## config.mk

```make
export PLATFORM = sky130hd
export DESIGN_NAME = fetch_unit
export DESIGN_NICKNAME = d
export VERILOG_FILES = /design/src/rtl/fetch_unit.sv
export SDC_FILE = /design/constraint.sdc
export NUM_CORES = 1
export LEC_CHECK = 0
export ABC_AREA = 1
export BUFFER_PORTS_ARGS = -buffer_cell sky130_fd_sc_hd__buf_4
export CAP_MARGIN = 20
export CORE_MARGIN = 2
export CORE_UTILIZATION = 35
export DETAILED_ROUTE_END_ITERATION = 8
export GPL_ROUTABILITY_DRIVEN = 0
export PLACE_DENSITY = 0.67
export SYNTH_ARGS = -nofsm -noshare
export SYNTH_HDL_FRONTEND = slang
export SYNTH_SLANG_ARGS = --single-unit
```

## constraint.sdc

```tcl
create_clock -name clk -period 2.37 [get_ports clk]
set_clock_uncertainty 0.15 [all_clocks]
set_input_delay 0.237 -clock clk [delete_from_list [all_inputs] [get_ports clk]]
set_output_delay 0.237 -clock clk [all_outputs]
set_load 0.1 [all_outputs]
```

## src/rtl/fetch_unit.sv

```systemverilog
// Instruction fetch stage: owns the fetch PC, fills a small prefetch queue from
// instruction memory, and hands words to decode. Optional feature: FETCH_MISALIGN_TRAP_EN.
module fetch_unit #(
   parameter logic [31:0] RESET_PC = 32'h0000_0000,
   parameter int          QDEPTH   = 2
) (
   input  logic        clk,
   input  logic        rst_n,
   output logic [31:0] imemAddr,
   input  logic [31:0] imemData,
   output logic [31:0] instrOut,
   output logic [31:0] pcOut,
   output logic        instrValid,
   input  logic        instrReady,
   input  logic        redirect,
   input  logic [31:0] redirectTarget,
   output logic        fetchFault
);

   localparam int PW = (QDEPTH > 1) ? $clog2(QDEPTH) : 1;
   localparam int CW = PW + 1;
   localparam logic [CW-1:0] DEPTH_C = CW'(QDEPTH);

   logic [31:0]   fetch_pc;
   logic [31:0]   q_pc    [QDEPTH];
   logic [31:0]   q_instr [QDEPTH];
   logic [PW-1:0] rd_ptr;
   logic [PW-1:0] wr_ptr;
   logic [CW-1:0] count;
   logic [31:0]   target_pc;
   logic          fault;
   logic          pop;
   logic          push;

`ifdef FETCH_MISALIGN_TRAP_EN
   logic misaligned;

   assign target_pc  = redirectTarget;
   assign misaligned = |redirectTarget[1:0];

   // The fault flag only changes on a redirect; it blocks fetch until an aligned one arrives.
   always_ff @(posedge clk or negedge rst_n) begin
      if (!rst_n) begin
         fault <= 1'b0;
      end else if (redirect) begin
         fault <= misaligned;
      end
   end
`else
   logic unused_target_bits;

   assign target_pc          = {redirectTarget[31:2], 2'b00};
   assign unused_target_bits = ^redirectTarget[1:0];
   assign fault              = 1'b0;
`endif

   assign imemAddr   = fetch_pc;
   assign fetchFault = fault;
   assign instrValid = (count != '0) && !redirect && !fault;
   assign instrOut   = q_instr[rd_ptr];
   assign pcOut      = q_pc[rd_ptr];

   // A full queue may still accept a word when the head leaves in the same cycle.
   assign pop  = instrValid && instrReady;
   assign push = !redirect && !fault && ((count < DEPTH_C) || pop);

   always_ff @(posedge clk or negedge rst_n) begin
      if (!rst_n) begin
         fetch_pc <= RESET_PC;
         rd_ptr   <= '0;
         wr_ptr   <= '0;
         count    <= '0;
         for (int i = 0; i < QDEPTH; i++) begin
            q_pc[i]    <= '0;
            q_instr[i] <= '0;
         end
      end else if (redirect) begin
         fetch_pc <= target_pc;
         rd_ptr   <= '0;
         wr_ptr   <= '0;
         count    <= '0;
      end else begin
         if (push) begin
            q_pc[wr_ptr]    <= fetch_pc;
            q_instr[wr_ptr] <= imemData;
            wr_ptr          <= wr_ptr + PW'(1);
            fetch_pc        <= fetch_pc + 32'd4;
         end
         if (pop) begin
            rd_ptr <= rd_ptr + PW'(1);
         end
         case ({push, pop})
            2'b10:   count <= count + CW'(1);
            2'b01:   count <= count - CW'(1);
            default: count <= count;
         endcase
      end
   end

endmodule
```

* Word level (Yosys, flattened, before mapping)
Index checks and enable logic that the tools add are counted.
** Cells by class
- Add/subtract/negate cells :: 5
- Order comparisons :: 4
- Eq/ne operators :: 2
- Multiplexer cells :: 18
- Bitwise logic cells :: 3
- Reductions and logical operators :: 11
** Operator list (number)
- $mux W32 :: 9
- $bwmux W64 :: 2
- $add A32 B3 Y32 const B :: 1
- $demux W32 S1 :: 1
- $reduce_bool A2 Y1 :: 3
- $ge A2 B2 Y1 const B :: 2
- $logic_and A1 B1 Y1 :: 4
- $mux W1 :: 4
- $not A1 Y2 :: 2
- $pmux W2 S2 :: 1
- $reduce_bool A3 Y1 :: 1
- $add A1 B1 Y1 const B :: 2
- $add A2 B1 Y2 const B :: 1
- $eq A2 B1 Y1 const B :: 1
- $eq A2 B2 Y1 const B :: 1
- $lt A2 B1 Y1 const B :: 1
- $lt A2 B2 Y1 const B :: 1
- $mux W2 :: 1
- $reduce_and A2 Y1 :: 1
- $sub A2 B1 Y2 const B :: 1
- $logic_not A1 Y1 :: 1
- $logic_or A1 B1 Y1 :: 1
- $not A1 Y1 :: 1
** Storage, ports and cells
- Flip-flop bits (word level) :: 164

* Depth between registers and ports, before layout
- Depth after elaboration :: 8
- Depth in mapped cells :: 11
- Depth with buffers taken out :: 10

* Worst setup path before layout
Ideal clock, no wire load.
- Kind :: flip-flop to flip-flop
- From :: register fetch_pc[2] (netlist: imemAddr[2])
- To :: register fetch_pc[16] (netlist: imemAddr[16])
- Setup time :: 133 ps
- Data arrival time :: 2133 ps
- Slack :: -47 ps
- Cell stages (with the launch flop) :: 9
- Buffers on the path :: 0
- Clock period less this slack :: 2417 ps
- Cells stage by stage :: dfrtp_1 > ha_1 > nand3_1 > nor2_1 > nand3_1 > nand2_1 > nand3_1 > nand2_1 > o21ai_0
** On the way
- Cells in the longest elaborated chain, start to end :: 3
** RTL lines
- start, declared :: RTL line 24 : logic [31:0] fetch_pc;
- start signal, assigned :: RTL line 78 : fetch_pc <= target_pc;
- start signal, assigned :: RTL line 87 : fetch_pc <= fetch_pc + 32'd4;
- $add A32 B3 Y32 :: RTL line 87
- $mux W32 :: RTL line 83 : if (push) begin
- $mux W32 :: RTL line 77 : end else if (redirect) begin
Every way passes these cells. The select of a mux whose other input is x is not followed.
A chain may end at the register's enable or synchronous reset.

* Worst setup path after layout
- From :: register rd_ptr
- To :: output port pcOut[20]
** On the way
- Cells in the longest elaborated chain, start to end :: 4
** RTL lines
- start, declared :: RTL line 27 : logic [PW-1:0] rd_ptr;
- start signal, assigned :: RTL line 90 : rd_ptr <= rd_ptr + PW'(1);
- $not A1 Y2 (not written as such) :: RTL line 61 : assign pcOut = q_pc[rd_ptr];
- $mux W32 (not written as such) (3 in series) :: RTL line 61
- end, declared :: RTL line 12 : output logic [31:0] pcOut,
Every way passes these cells. The select of a mux whose other input is x is not followed.

==> out/qor.csv <==
stage,metric,value,unit
routing,Avg WL per Cell,14.8,um
synthesis,"Warnings, synthesis",0,
routing,Vias/cell,4.83,
final_layout,multi-input logic area,0.00323,mm^2
synthesis,"area leader, netlist",dfrtp_1,
timing,final worst slack,0.139,ns
final_layout,Layout area overhead,33.7,%
floorplan,die width,153,um
routing,post-route ant nets,0,
synthesis,multiplexer share of the synthesized area,8.99,%
synthesis,post-synth top area share,50.9,%
critical_path,CP Cell Sequence,buf_12 -> mux2_2 -> buf_4,
critical_path,CP Buf/Inv Count,2,
final_layout,non-filler instance count after layout,1423,
clock_tree,Root Driver,clkbuf_16,
clock_tree,post-CTS setup buffer count,0,
timing,setup repair after global routing missed its margin,no,
final_layout,FILL cells,2073,
run_status,outcome,"finished, final reports clean",
timing,hold_ws,0.0248,ns
critical_path,Crit-path slowest cell,mux2_2,
critical_path,"CP delay by family, top",buffers and inverters,
place,Buffers on Ports,158,
synthesis,simple-gate share of the synthesized area,21.5,%
critical_path,"Max FO, Critical Path",62,
routing,vias,6877,
final_layout,final core utilization,47.6,%
critical_path,WP data required,1.98,ns
synthesis,post-synthesis xor/xnor area fraction,0.113,%
critical_path,Setup CP Type,register to output pin,
global_routing,initial antenna violation count,0,
place,pre-CTS setup slack,0.365,ns
clock_tree,clock-pin transition on the worst setup and hold timing paths,0.06,ns
synthesis,Synth Area in Compound Gates,10.5,%
synthesis,"Seq/Total Area, Yosys",50.9,%
timing,Worst Max-Slew Pin Slew,0.545,ns
routing,DR DRC count,0,
final_layout,fraction of layout cells with a size suffix above 1,24.4,%
synthesis,Yosys reg bits,158,
global_routing,vias in the first global route,6534,
clock_tree,Resized cells post-CTS,0,
final_layout,diodes inserted,0,
clock_tree,TritonCTS clock tree,yes,
final_layout,Final nets,1199,
global_routing,global route overflow,0,
routing,total routed wirelength,21.0,mm
synthesis,largest family of logic cells by synthesized area,simple AND/OR/NAND/NOR gates,
timing,setup total negative slack,0,ns
clock_tree,CTS Buf Count,17,
routing,DRT iter0 DRCs,460,
final_layout,sequential standard cell area,0.00396,mm^2
place,DP HPWL,14.3,mm
routing,1st-pass router iterations,5,
pwr,VDD IR-drop max,0.605,mV
global_routing,first-pass GRT wire length,34.0,mm
pwr,pwr dens,1090,mW/mm^2
worst_hold_path,HP Class,input pin to register,
clock_tree,CTS sink cnt,158,
synthesis,syn avg cell area,8.38,um^2
pwr,Lkg Pwr,5.11,nW
floorplan,die area,0.0234,mm^2
synthesis,largest cells by area after synthesis,"dfrtp_1, nand2_1, mux2_2",
critical_path,Max stage delay on crit path,0.42,ns
floorplan,initial core utilization,35.6,%
clock_tree,clk buf depth,2,
global_routing,total track usage,18.1,%
floorplan,Die Height,153,um
timing,Max Clock Freq,448,MHz
global_routing,largest net degree at the start of global routing,87,
synthesis,mapped cell area,0.00777,mm^2
run,Max-Cap Viols,0,
timing,Max Slew Vio Count,0,
clock_tree,hold_buf cts,58,
timing,Final setup viols,0,
floorplan,Core ar.,0.0218,mm^2
critical_path,Startpoint Class,register,
synthesis,post-synthesis cell type count,29,
clock_tree,worst skew pair latency,0.42,ns
critical_path,Worst Setup End Kind,output pin,
clock_tree,CTS H-tree depth,4,
timing,Tcrit/Tclk final,94.1,%
floorplan,FP Rows,54,
timing,"Min Clock Period, post-route",2.23,ns
place,placed cell count,1333,
timing,final hold viol count,0,
floorplan,# IOs,166,
critical_path,critical path arrival,1.84,ns
synthesis,Synth Instances,927,
synthesis,adder and majority cell fraction of the synthesized area,0.161,%
timing,slew margin rel.,63.6,%
==> power breakdown <==
part | switching (W) | leakage (nW) | internal (W)
combinational | 0.00363 | 2.88 | 0.00118
sequential | 0.000379 | 1.93 | 0.00328
clock | 0.00113 | 0.301 | 0.00172
==> cell usage after synthesis <==
cell type / number
o211ai_1: 5
clkbuf_1: 14
nor2_1: 81
o21ai_0: 29
nor3_1: 1
inv_4: 1
xor2_1: 1
conb_1: 1
o21ai_2: 5
nand3_1: 42
buf_6: 13
nand4_1: 2
a21oi_1: 5
buf_2: 9
a32oi_1: 2
dfrtp_1: 158
o22ai_1: 2
nand2_2: 4
nand3_2: 1
o21ai_1: 105
nand2_4: 1
mux2_2: 62
a31oi_1: 1
nand2_1: 290
buf_1: 6
inv_1: 78
buf_4: 5
ha_1: 1
inv_2: 2
==> layout by cell type (no fill, tap or decap), drive strengths merged <==
cell and instances:
inv 83, a31oi 1, nand2 295, a21oi 5, clkbuf 20, mux2 62
conb 5, xor2 1, o211ai 5, clkinv 6, nor3 1, nor2 81
o22ai 2, nand4 2, clkinvlp 1, ha 1, a32oi 2, dfrtp 158
nand3 43, dlygate4sd3 58, bufinv 3, buf 169, o21ai 139
==> state kept, by name (all words and copies together) (netlist names) <==
register and cells:
wr_ptr 1, count 2, q_instr 64, rd_ptr 1
imemAddr 30, q_pc 60
==> final timing paths <==
kind | start | end | slack [ns] | cells past startpoint
setup / recovery | rd_ptr | pcOut[20] | 0.14 | 3
hold / removal | redirectTarget[25] | imemAddr[25] | 0.02 | 5
setup reg to reg | imemAddr[2] | imemAddr[16] | 0.32 | 8
hold reg to reg | q_pc[30] | q_pc[30] | 0.33 | 2
max in group asynchronous | rst_n | imemAddr[28] | 1.16 | 3
min in group asynchronous | rst_n | q_instr[57] | 0.21 | 2
==> cells by family after synthesis <==
family | Yosys count
compound gates | 154
xor+xnor | 1
fa+ha+maj | 1
buf+inv | 128
flops | 158
mux | 62
other cells | 1
simple gates | 422
==> metal layers <==
layer / up-vias / track usage [%] / routed length [um]
li1: 3383 / - / -
met2: 263 / 28.0 / 9530
met3: 25 / 4.37 / 1220
met5: - / 0 / 0
met4: 0 / 5.25 / 376
met1: 3206 / 25.5 / 9900
==> per-stage QoR <==
| stage | total power, W | cell area [um^2] |
|---|---|---|
| after CTS | 0.0114 | 10400 |
| after global routing | 0.0118 | 10400 |
| after floorplan | 0.00744 | 7780 |
| after detailed placement | 0.00843 | 9190 |
| final | 0.0113 | 10400 |
| after global placement | 0.00838 | 9190 |
==> worst register-to-register path, delay by kind of cell, from the launching register on <==
kind	cells	cell delay [ns]
compound gates	1	0.07
simple gates	6	0.97
fa+ha+maj	1	0.32
flops	1	0.44
==> area by class of cell <==
type,count,share of cell area (%)
repair buffers,227,18.6
flip-flops and latches,158,38.1
clock buffers,20,4.40
clock inverters,12,1.54
multi-input cells,645,31.1
well taps,280,3.37
inverters,81,2.95
Note: power is estimated with default switching activity, not from simulation.
